## config.mk

```make
export PLATFORM = sky130hd
export DESIGN_NAME = uart_txrx_core
export DESIGN_NICKNAME = d
export VERILOG_FILES = /design/src/rtl/uart_txrx_core.sv
export SDC_FILE = /design/constraint.sdc
export NUM_CORES = 1
export LEC_CHECK = 0
export BUFFER_PORTS_ARGS = -buffer_cell sky130_fd_sc_hd__buf_2
export CAP_MARGIN = 20
export CORE_MARGIN = 5
export CORE_UTILIZATION = 40
export DETAILED_ROUTE_END_ITERATION = 7
export GPL_TIMING_DRIVEN = 1
export PLACE_DENSITY = 0.58
export SLEW_MARGIN = 20
export SYNTH_ARGS = -nofsm -noshare
export SYNTH_HDL_FRONTEND = slang
export SYNTH_SLANG_ARGS = --single-unit
```

## constraint.sdc

```tcl
create_clock -name clk_50M -period 2.3 [get_ports clk_50M]
set_clock_uncertainty 0.05 [all_clocks]
set_input_delay 0.46 -clock clk_50M [delete_from_list [all_inputs] [get_ports clk_50M]]
set_output_delay 0.46 -clock clk_50M [all_outputs]
set_load 0.1 [all_outputs]
```

## src/rtl/uart_txrx_core.sv

```systemverilog
// 8N1 UART transmitter and receiver sharing one clock domain.
// TX is paced by a free-running baud tick; RX oversamples with its own bit counter.
module uart_txrx_core #(
   parameter int unsigned CLK_FREQ     = 50_000_000,
   parameter int unsigned BAUD         = 115_200,
   parameter int unsigned CLKS_PER_BIT = CLK_FREQ / BAUD
) (
   input  logic       clk_50M,
   input  logic       rst_n,
   input  logic       write_en,
   input  logic [7:0] write_data,
   output logic       uart_txd,
   output logic       busy,
   output logic       baud_tick,
   input  logic       data_serial,
   output logic       out_RX_D,
   output logic [7:0] out_RX_byte
);

   localparam int unsigned CntW = $clog2(CLKS_PER_BIT);
   localparam logic [CntW-1:0] CntMax  = CntW'(CLKS_PER_BIT - 1);
   localparam logic [CntW-1:0] CntHalf = CntW'(CLKS_PER_BIT / 2 - 1);

   typedef enum logic [1:0] {TxIdle, TxStart, TxData, TxStop} tx_state_e;
   typedef enum logic [2:0] {RxIdle, RxStart, RxData, RxStop, RxCleanup} rx_state_e;

   // ---------------- baud generator ----------------
   logic [CntW-1:0] baud_cnt_q;

   assign baud_tick = (baud_cnt_q == CntMax);

   always_ff @(posedge clk_50M or negedge rst_n) begin
      if (!rst_n) baud_cnt_q <= '0;
      else        baud_cnt_q <= baud_tick ? '0 : baud_cnt_q + CntW'(1);
   end

   // ---------------- transmitter ----------------
   tx_state_e  tx_state_q, tx_state_d;
   logic [7:0] tx_shift_q, tx_shift_d;
   logic [2:0] tx_idx_q, tx_idx_d;
   logic       txd_q, txd_d;
   logic       busy_q, busy_d;

   always_ff @(posedge clk_50M or negedge rst_n) begin
      if (!rst_n) tx_state_q <= TxIdle;
      else        tx_state_q <= tx_state_d;
   end

   always_comb begin
      tx_state_d = tx_state_q;
      if (baud_tick) begin
         unique case (tx_state_q)
            TxIdle:  if (write_en) tx_state_d = TxStart;
            TxStart: tx_state_d = TxData;
            TxData:  if (tx_idx_q == 3'd7) tx_state_d = TxStop;
            TxStop:  tx_state_d = write_en ? TxStart : TxIdle;
            default: tx_state_d = TxIdle;
         endcase
      end
   end

   // Stop with write_en high goes straight to a new start bit: no idle gap.
   always_comb begin
      tx_shift_d = tx_shift_q;
      tx_idx_d   = tx_idx_q;
      txd_d      = txd_q;
      busy_d     = busy_q;
      if (baud_tick) begin
         unique case (tx_state_q)
            TxIdle: begin
               if (write_en) begin
                  tx_shift_d = write_data;
                  txd_d      = 1'b0;
                  busy_d     = 1'b1;
               end
            end
            TxStart: begin
               txd_d    = tx_shift_q[0];
               tx_idx_d = 3'd0;
            end
            TxData: begin
               if (tx_idx_q == 3'd7) begin
                  txd_d = 1'b1;
               end else begin
                  tx_idx_d = tx_idx_q + 3'd1;
                  txd_d    = tx_shift_q[tx_idx_q + 3'd1];
               end
            end
            TxStop: begin
               if (write_en) begin
                  tx_shift_d = write_data;
                  txd_d      = 1'b0;
               end else begin
                  busy_d = 1'b0;
               end
            end
            default: ;
         endcase
      end
   end

   always_ff @(posedge clk_50M or negedge rst_n) begin
      if (!rst_n) begin
         tx_shift_q <= 8'h00;
         tx_idx_q   <= 3'd0;
         txd_q      <= 1'b1;
         busy_q     <= 1'b0;
      end else begin
         tx_shift_q <= tx_shift_d;
         tx_idx_q   <= tx_idx_d;
         txd_q      <= txd_d;
         busy_q     <= busy_d;
      end
   end

   assign uart_txd = txd_q;
   assign busy     = busy_q;

   // ---------------- receiver ----------------
   rx_state_e       rx_state_q, rx_state_d;
   logic            rx_meta_q, rx_sync_q;
   logic [CntW-1:0] rx_cnt_q, rx_cnt_d;
   logic [2:0]      rx_idx_q, rx_idx_d;
   logic [7:0]      rx_shift_q, rx_shift_d;
   logic [7:0]      rx_byte_q, rx_byte_d;
   logic            rx_valid_q, rx_valid_d;

   always_ff @(posedge clk_50M or negedge rst_n) begin
      if (!rst_n) begin
         rx_meta_q  <= 1'b1;
         rx_sync_q  <= 1'b1;
         rx_state_q <= RxIdle;
      end else begin
         rx_meta_q  <= data_serial;
         rx_sync_q  <= rx_meta_q;
         rx_state_q <= rx_state_d;
      end
   end

   always_comb begin
      rx_state_d = rx_state_q;
      unique case (rx_state_q)
         RxIdle:    if (!rx_sync_q) rx_state_d = RxStart;
         RxStart:   if (rx_cnt_q == CntHalf) rx_state_d = rx_sync_q ? RxIdle : RxData;
         RxData:    if (rx_cnt_q == CntMax && rx_idx_q == 3'd7) rx_state_d = RxStop;
         RxStop:    if (rx_cnt_q == CntMax) rx_state_d = RxCleanup;
         RxCleanup: rx_state_d = RxIdle;
         default:   rx_state_d = RxIdle;
      endcase
   end

   // Sampling is re-centred on mid-bit by the half-period wait in RxStart.
   always_comb begin
      rx_cnt_d   = rx_cnt_q;
      rx_idx_d   = rx_idx_q;
      rx_shift_d = rx_shift_q;
      rx_byte_d  = rx_byte_q;
      rx_valid_d = 1'b0;
      unique case (rx_state_q)
         RxIdle: begin
            rx_cnt_d = '0;
            rx_idx_d = 3'd0;
         end
         RxStart: rx_cnt_d = (rx_cnt_q == CntHalf) ? '0 : rx_cnt_q + CntW'(1);
         RxData: begin
            if (rx_cnt_q == CntMax) begin
               rx_cnt_d             = '0;
               rx_shift_d[rx_idx_q] = rx_sync_q;
               rx_idx_d             = rx_idx_q + 3'd1;
            end else begin
               rx_cnt_d = rx_cnt_q + CntW'(1);
            end
         end
         RxStop: begin
            if (rx_cnt_q == CntMax) begin
               rx_cnt_d = '0;
               if (rx_sync_q) begin
                  rx_byte_d  = rx_shift_q;
                  rx_valid_d = 1'b1;
               end
            end else begin
               rx_cnt_d = rx_cnt_q + CntW'(1);
            end
         end
         RxCleanup: rx_cnt_d = '0;
         default:   rx_cnt_d = '0;
      endcase
   end

   always_ff @(posedge clk_50M or negedge rst_n) begin
      if (!rst_n) begin
         rx_cnt_q   <= '0;
         rx_idx_q   <= 3'd0;
         rx_shift_q <= 8'h00;
         rx_byte_q  <= 8'h00;
         rx_valid_q <= 1'b0;
      end else begin
         rx_cnt_q   <= rx_cnt_d;
         rx_idx_q   <= rx_idx_d;
         rx_shift_q <= rx_shift_d;
         rx_byte_q  <= rx_byte_d;
         rx_valid_q <= rx_valid_d;
      end
   end

   assign out_RX_D    = rx_valid_q;
   assign out_RX_byte = rx_byte_q;

endmodule

```

==> results.json, run 1 <==
{
  "synth.ff_latch_count": 58,
  "power.net_switching_mw": 0.439,
  "clock_tree.htree_level_count": 3,
  "seq_power_share": 0.488,
  "clock_tree_from_tritoncts": "yes",
  "most_common_library_cell_in_the_layout_ignoring_fill_and_taps": "sky130_fd_sc_hd__dfrtp_1",
  "critPathLaunch": "baud_cnt_q[1]",
  "async_flop_share": 1.00,
  "synth_xor_area_frac": 0.0371,
  "synth_warnings": 0,
  "nNetsFinal": 312,
  "synth_fp_nets": 281,
  "run_status": "finished, final reports clean",
  "fmaxAchievable_mhz": 469,
  "filler_cell_count": 663,
  "global_route.overflow_total": 0,
  "worst_hold_path_type": "input port to flop",
  "worst_r2r_startpoint": "rx_cnt_q[1]",
  "clock_input_transition_at_the_sequential_cells_of_the_worst_setup_and_hold_paths_ns": 0.06,
  "finish.utilization": 0.487,
  "vias_per_cell": 5.01,
  "synth_compound_area_frac": 0.0768,
  "synth-seq-area-share": 0.513,
  "synth_adder_area_share": 0.0662,
  "core_region_area_um2": 6830,
  "synth_area_um2": 2830,
  "layout_setup_ws_ns": 0.166,
  "most-common-layout-cells": "sky130_fd_sc_hd__dfrtp_1, sky130_fd_sc_hd__mux2_2, sky130_fd_sc_hd__nor2_1",
  "track_usage": 0.134,
  "area_delta_synth_final_pct": 17.4,
  "synth.mux.area_fraction": 0.111,
  "crit_required_ns": 1.79,
  "dpl_worst_slack_ns": 0.266,
  "floorplan.die_area_um2": 8870,
  "synthSimpleGateAreaFrac": 0.162,
  "floorplan.initialDensity": 0.415,
  "std_cell_rows": 30,
  "grt_pass1_wl_um": 9300,
  "count_of_mapped_cells_out_of_synthesis": 254,
  "grt_setup_unrepaired": "false",
  "ant_nets": 0,
  "internal_cell_power_mw": 1.69,
  "max_cap_violations": 0,
  "die_y_um": 94.2,
  "p_leak_nw": 1.57,
  "initialDrtViolationCount": 40,
  "antenna_found_initial": 0,
  "post-route-min-period_ns": 2.13,
  "postRouteWirelength_um": 5170,
  "place_congestion": 0.745,
  "detailroute.via_count": 1933,
  "num_antenna_cells": 0,
  "timing.final.crit_share": 0.928,
  "grt_pass1_vias": 2001,
  "timing.setup.critical_path_class": "flop to output port",
  "clkSinkCount": 58,
  "critical_path.top_delay_family": "simple AND/OR/NAND/NOR gates",
  "area_of_the_multi_input_gates_um2": 1290,
  "route.detailed.wl_per_inst_um": 13.4,
  "finalSetupViolations": 0,
  "synth_cell_type_count": 42,
  "grt_max_degree": 33,
  "port-buffer-count": 23,
  "main_combinational_cell_family_by_area_after_synthesis": "simple AND/OR/NAND/NOR gates",
  "maxSlewViolCount": 0,
  "dpl.hpwl_um": 3590,
  "cts-root-to-sink-buffers": 2,
  "register_area_um2": 1460,
  "setup.worst_path.end_class": "output port",
  "die_width_um": 94.2,
  "timing.setup.tns_ns": 0,
  "route.detailed.drc": 0,
  "synth_top_flop_cell": "sky130_fd_sc_hd__dfrtp_1",
  "slowest_stage": "sky130_fd_sc_hd__dfrtp_1",
  "insertion_delay_to_the_later_sink_of_the_worst_skew_pair_ns": 0.33,
  "post_route_cells_drive_above_1_share": 0.272,
  "hold_violations": 0,
  "tritoncts.num_buffers": 9,
  "design.portCount": 24,
  "post_synth.cell_area_avg_um2": 11.2,
  "worstSetupStartpointType": "flop",
  "drt-pass1-iter-count": 4,
  "swShare": 0.206,
  "synth_edf_count": 0,
  "power.combinational.fraction": 0.024,
  "cts.root.buffer_cell": "sky130_fd_sc_hd__clkbuf_8",
  "crit_path_cell_trace": "inv_1, ha_1, nand4b_1, or2_4, inv_2, buf_12",
  "rel_slew_slack": 0.665,
  "worstHoldStart": "data_serial",
  "post_cts_buffers": 0,
  "vdd_ir_drop_max_mv": 0.503,
  "p_clk_frac": 0.489,
  "totalPowerFinal_mw": 2.13,
  "tightest_slew_ns": 0.503,
  "crit_path_max_fo": 7,
  "timing.critical_path.arrival_ns": 1.62,
  "cellPowerDensity_nw_per_um2": 639,
  "max_stage_delay_ns": 0.39,
  "path_buf_inv": 3
}
==> power groups by stage <==
stage,logic (mW),clock network [mW],registers (mW)
after global placement,0.0503,0,1.06
final,0.0501,1.04,1.04
after global routing,0.0595,1.13,1.04
after CTS,0.0528,1.09,1.04
after detailed placement,0.0512,0,1.06
after floorplan,0.0155,0,1.05
==> final cells by class <==
cell class / count / share of cell area
tap: 96 / 0.0361
clock buffer: 11 / 0.0425
inverter: 15 / 0.0169
sequential: 58 / 0.437
multi-input combinational: 172 / 0.387
clock inverter: 5 / 0.0233
timing repair buffer: 29 / 0.0571
==> worst register-to-register path: cells and delay by family (launching register included) <==
kind | cells | cell delay (ns)
flip-flops | 1 | 0.40
AND/OR/NAND/NOR | 3 | 0.89
multiplexers | 1 | 0.37
adder cells (fa/ha/maj) | 1 | 0.13
buffers and inverters | 1 | 0.09
==> sequential cells by signal, indices dropped and copies added, names as in the netlist <==
name,cells
baud_cnt_q,9
rx_cnt_q,9
out_RX_byte,8
rx_shift_q,8
tx_shift_q,8
rx_idx_q,3
rx_state_q,3
tx_idx_q,3
tx_state_q,2
busy,1
out_RX_D,1
rx_meta_q,1
rx_sync_q,1
uart_txd,1
==> synth_stat cells, drive strengths merged (4+ instances only) <==
master  number  area (um2)
dfrtp       55        1380
mux2        26         293
nor2        23        86.3
ha          15         188
inv         15        56.3
nand3       13        70.1
o21ai       13        65.1
nand2       10        37.5
a21oi        8        40.0
xor2         8        70.1
nand4        7        43.8
clkbuf       6        22.5
nor3         6        30.0
a31oi        5        37.5
nor4         5        31.3
xnor2        4        35.0
==> metrics by stage <==
stage / instances / hold WS, ns / area [um2]
3_3_place_gp: 369 / 0.284 / 3100
3_5_place_dp: 369 / 0.291 / 3100
5_1_grt: 386 / 0.157 / 3330
6_report: 386 / 0.176 / 3330
4_1_cts: 386 / 0.152 / 3330
2_1_floorplan: 254 / 0.114 / 2830
==> worst paths after layout <==
path | to | slack [ns] | cells past startpoint
max | baud_tick | 0.17 | 6
min | rx_meta_q | 0.18 | 1
max reg2reg | rx_shift_q[0] | 0.27 | 6
min reg2reg | rx_sync_q | 0.30 | 0
max in group asynchronous | rx_meta_q | 1.13 | 3
min in group asynchronous | out_RX_byte[5] | 0.50 | 2
==> routing by layer <==
| layer | share of wire | vias up | GRT usage | wire (um) |
|---|---|---|---|---|
| met3 | 0.030 | 10 | 0.0441 | 153 |
| met1 | 0.50 | 938 | 0.175 | 2570 |
| met4 | 0.018 | 0 | 0.0542 | 94 |
| li1 | - | 964 | - | - |
| met5 | 0 | - | 0 | 0 |
| met2 | 0.46 | 21 | 0.206 | 2350 |
==> timing repair <==
item | in CTS | in global routing
pin swaps | 0 | 0
resized for setup | 1 | 1
endpoints found under the setup margin | 1 | 1
hold endpoints to repair | 8 | 0
hold buffers | 1 | 0
==> cells by family after synthesis <==
| family | Yosys count |
|---|---|
| flops | 58 |
| xor+xnor | 12 |
| mux | 27 |
| fa+ha+maj | 15 |
| simple gates | 83 |
| buf+inv | 24 |
| compound gates | 35 |
No activity file was read; power rests on OpenSTA's default activity.
==> run 2: changes to the inputs <==
--- a/config.mk
+++ b/config.mk
@@ -10,9 +10,9 @@
 export CORE_MARGIN = 5
 export CORE_UTILIZATION = 40
 export DETAILED_ROUTE_END_ITERATION = 7
-export GPL_TIMING_DRIVEN = 1
-export PLACE_DENSITY = 0.58
-export SLEW_MARGIN = 20
+export GPL_TIMING_DRIVEN = 0
+export PLACE_DENSITY = 0.6
+export SLEW_MARGIN = 30
 export SYNTH_ARGS = -nofsm -noshare
 export SYNTH_HDL_FRONTEND = slang
 export SYNTH_SLANG_ARGS = --single-unit
==> constraint.sdc (replaced) <==
create_clock -name clk_50M -period 1.85 [get_ports clk_50M]
set_clock_uncertainty 0.05 [all_clocks]
set_input_delay 0.37 -clock clk_50M [delete_from_list [all_inputs] [get_ports clk_50M]]
set_output_delay 0.37 -clock clk_50M [all_outputs]
set_load 0.1 [all_outputs]
==> run 2 against run 1 <==
Compared with the run above:
- the flow now finishes with violations (setup timing)
- setup slack worse by 0.29 ns
- die area unchanged
- flip-flop and latch count unchanged
- clock power up 40%
- total power up 32%
- first-iteration DRC count up 53%
- sequential share of layout area down 4.3 points
- via count up 7.0%
- critical endpoint unchanged
- largest cell class is now multi-input combinational cells
- highest routed layer unchanged
==> results.json, run 2 (synthesis gave the netlist of run 1 again) <==
{
  "crit_path_max_fo": 3,
  "worst_r2r_startpoint": "baud_cnt_q[1]",
  "floorplan.initialDensity": 0.415,
  "setup.worst_path.end_class": "output port",
  "rel_slew_slack": 0.527,
  "vias_per_cell": 5.17,
  "run_status": "finished, violations left",
  "clkSinkCount": 58,
  "post-route-min-period_ns": 1.98,
  "crit_required_ns": 1.43,
  "ant_nets": 0,
  "grt_pass1_wl_um": 9290,
  "grt_max_degree": 59,
  "place_congestion": 0.763,
  "p_leak_nw": 1.68,
  "met1_usage": 0.158,
  "num_antenna_cells": 0,
  "floorplan.die_area_um2": 8870,
  "tightest_slew_ns": 0.709,
  "postRouteWirelength_um": 5520,
  "vdd_ir_drop_max_mv": 0.417,
  "clock_tree.htree_level_count": 3,
  "worstSetupStartpointType": "flop",
  "grt_setup_unrepaired": "true",
  "dpl.hpwl_um": 3410,
  "grt_pass1_vias": 2037,
  "initialDrtViolationCount": 61,
  "cellPowerDensity_nw_per_um2": 762,
  "violations": "setup timing",
  "global_route.peak_usage_layer": "met2",
  "cts.root.buffer_cell": "sky130_fd_sc_hd__clkbuf_8",
  "cts-root-to-sink-buffers": 2,
  "critPathLaunch": "baud_cnt_q[1]",
  "most_common_library_cell_in_the_layout_ignoring_fill_and_taps": "sky130_fd_sc_hd__dfrtp_1",
  "design.portCount": 24,
  "route.detailed.drc": 0,
  "timing.final.crit_share": 1.07,
  "worst_hold_path_type": "input port to async pin",
  "nNetsFinal": 326,
  "track_usage": 0.134,
  "area_delta_synth_final_pct": 30.5,
  "max_cap_violations": 0,
  "std_cell_rows": 30,
  "antenna_found_initial": 0,
  "clock_tree_from_tritoncts": "yes",
  "port-buffer-count": 23,
  "die_width_um": 94.2,
  "fmaxAchievable_mhz": 506,
  "dpl_worst_slack_ns": -0.383,
  "cts.hold.buffers_added": 0,
  "layout_setup_ws_ns": -0.126,
  "most-common-layout-cells": "sky130_fd_sc_hd__dfrtp_1, sky130_fd_sc_hd__nor2_1, sky130_fd_sc_hd__buf_2",
  "timing.setup.critical_path_class": "flop to output port",
  "finalSetupViolations": 10,
  "timing.critical_path.arrival_ns": 1.56,
  "maxSlewViolCount": 0,
  "grt.met3_usage": 0.0417,
  "insertion_delay_to_the_later_sink_of_the_worst_skew_pair_ns": 0.34,
  "drt-pass1-iter-count": 4,
  "hold_violations": 0,
  "global_route.overflow_total": 0,
  "detailroute.via_count": 2068,
  "gr_met2_demand_resource": 0.222,
  "die_y_um": 94.2,
  "clock_input_transition_at_the_sequential_cells_of_the_worst_setup_and_hold_paths_ns": 0.07,
  "route.detailed.wl_per_inst_um": 13.8,
  "tritoncts.num_buffers": 9,
  "largest_registers": "baud_cnt_q: 9 flops, rx_cnt_q: 9 flops",
  "fin_worst_hold_slack_ns": 0.0230,
  "core_region_area_um2": 6830,
  "post_route_cells_drive_above_1_share": 0.372
}
[run 2: cell count changes in the layout (fill, tap and decap cells not counted), sizes merged]
| cell | before | now |
|---|---|---|
| buf | 28 | 40 |
| bufinv | 2 | 3 |
| clkbuf | 11 | 13 |
| clkinvlp | 1 | 2 |
| dlygate4sd3 | 1 | 0 |
| inv | 15 | 14 |
[run 2: through the flow]
step	cell area, um2	setup TNS, ns	cells	utilization	power [mW]
after floorplan	2840	-0.133	254	-	1.33
after global placement	3070	-4.49	373	0.450	1.37
after detailed placement	3070	-5.06	373	0.450	1.37
after CTS	3550	-1.35	399	0.519	2.85
after global routing	3700	-1.87	400	0.541	2.92
final	3700	-0.840	400	0.541	2.82
[run 2: final cells by class]
| class | instances | area (um2) |
|---|---|---|
| well taps | 96 | 120 |
| fillers | 627 | 3130 |
| plain buffers | 3 | 16.3 |
| clock buffers | 10 | 138 |
| repair buffers | 40 | 277 |
| multi-input cells | 172 | 1520 |
| clock inverters | 6 | 114 |
| flip-flops and latches | 58 | 1460 |
| inverters | 15 | 61.3 |
[run 2: worst max-delay path, stage by stage (launching register included)]
cell and delay [ns]:
sky130_fd_sc_hd__dfrtp_1 0.38, sky130_fd_sc_hd__inv_1 0.06, sky130_fd_sc_hd__ha_2 0.15, sky130_fd_sc_hd__nand4b_1 0.13
sky130_fd_sc_hd__or2_4 0.28, sky130_fd_sc_hd__clkinv_4 0.06, sky130_fd_sc_hd__buf_12 0.16
[run 2: report_power, final]
group | switching [mW] | leakage [nW] | internal [mW] | total [mW]
clock network | 0.532 | 0.119 | 0.933 | 1.46
registers | 0.00600 | 0.760 | 1.28 | 1.29
logic | 0.0377 | 0.796 | 0.0271 | 0.0648
[run 2: metal layers]
layer / vias up / wire length [um] / share of wire
met5: - / 0 / 0
met3: 11 / 213 / 0.039
li1: 996 / - / -
met4: 0 / 102 / 0.018
met1: 1025 / 2470 / 0.45
met2: 36 / 2740 / 0.50
[run 2: path summary, 6_finish.rpt]
check                           endpoint  slack [ns]  depth (start not counted)
hold reg to reg                rx_sync_q        0.31                          0
hold / removal             baud_cnt_q[5]        0.02                          1
setup / recovery               baud_tick       -0.13                          6
max in group asynchronous    tx_idx_q[0]        1.22                          1
setup reg to reg           tx_shift_q[4]       -0.09                          8
min in group clk_50M           rx_meta_q        0.08                          1
[run 2: what timing repair did]
item                                    4_1_cts  5_1_grt
setup buffers                                11        7
pin swaps                                     7        9
gates resized for setup                      27       33
endpoints found under the setup margin       33       27
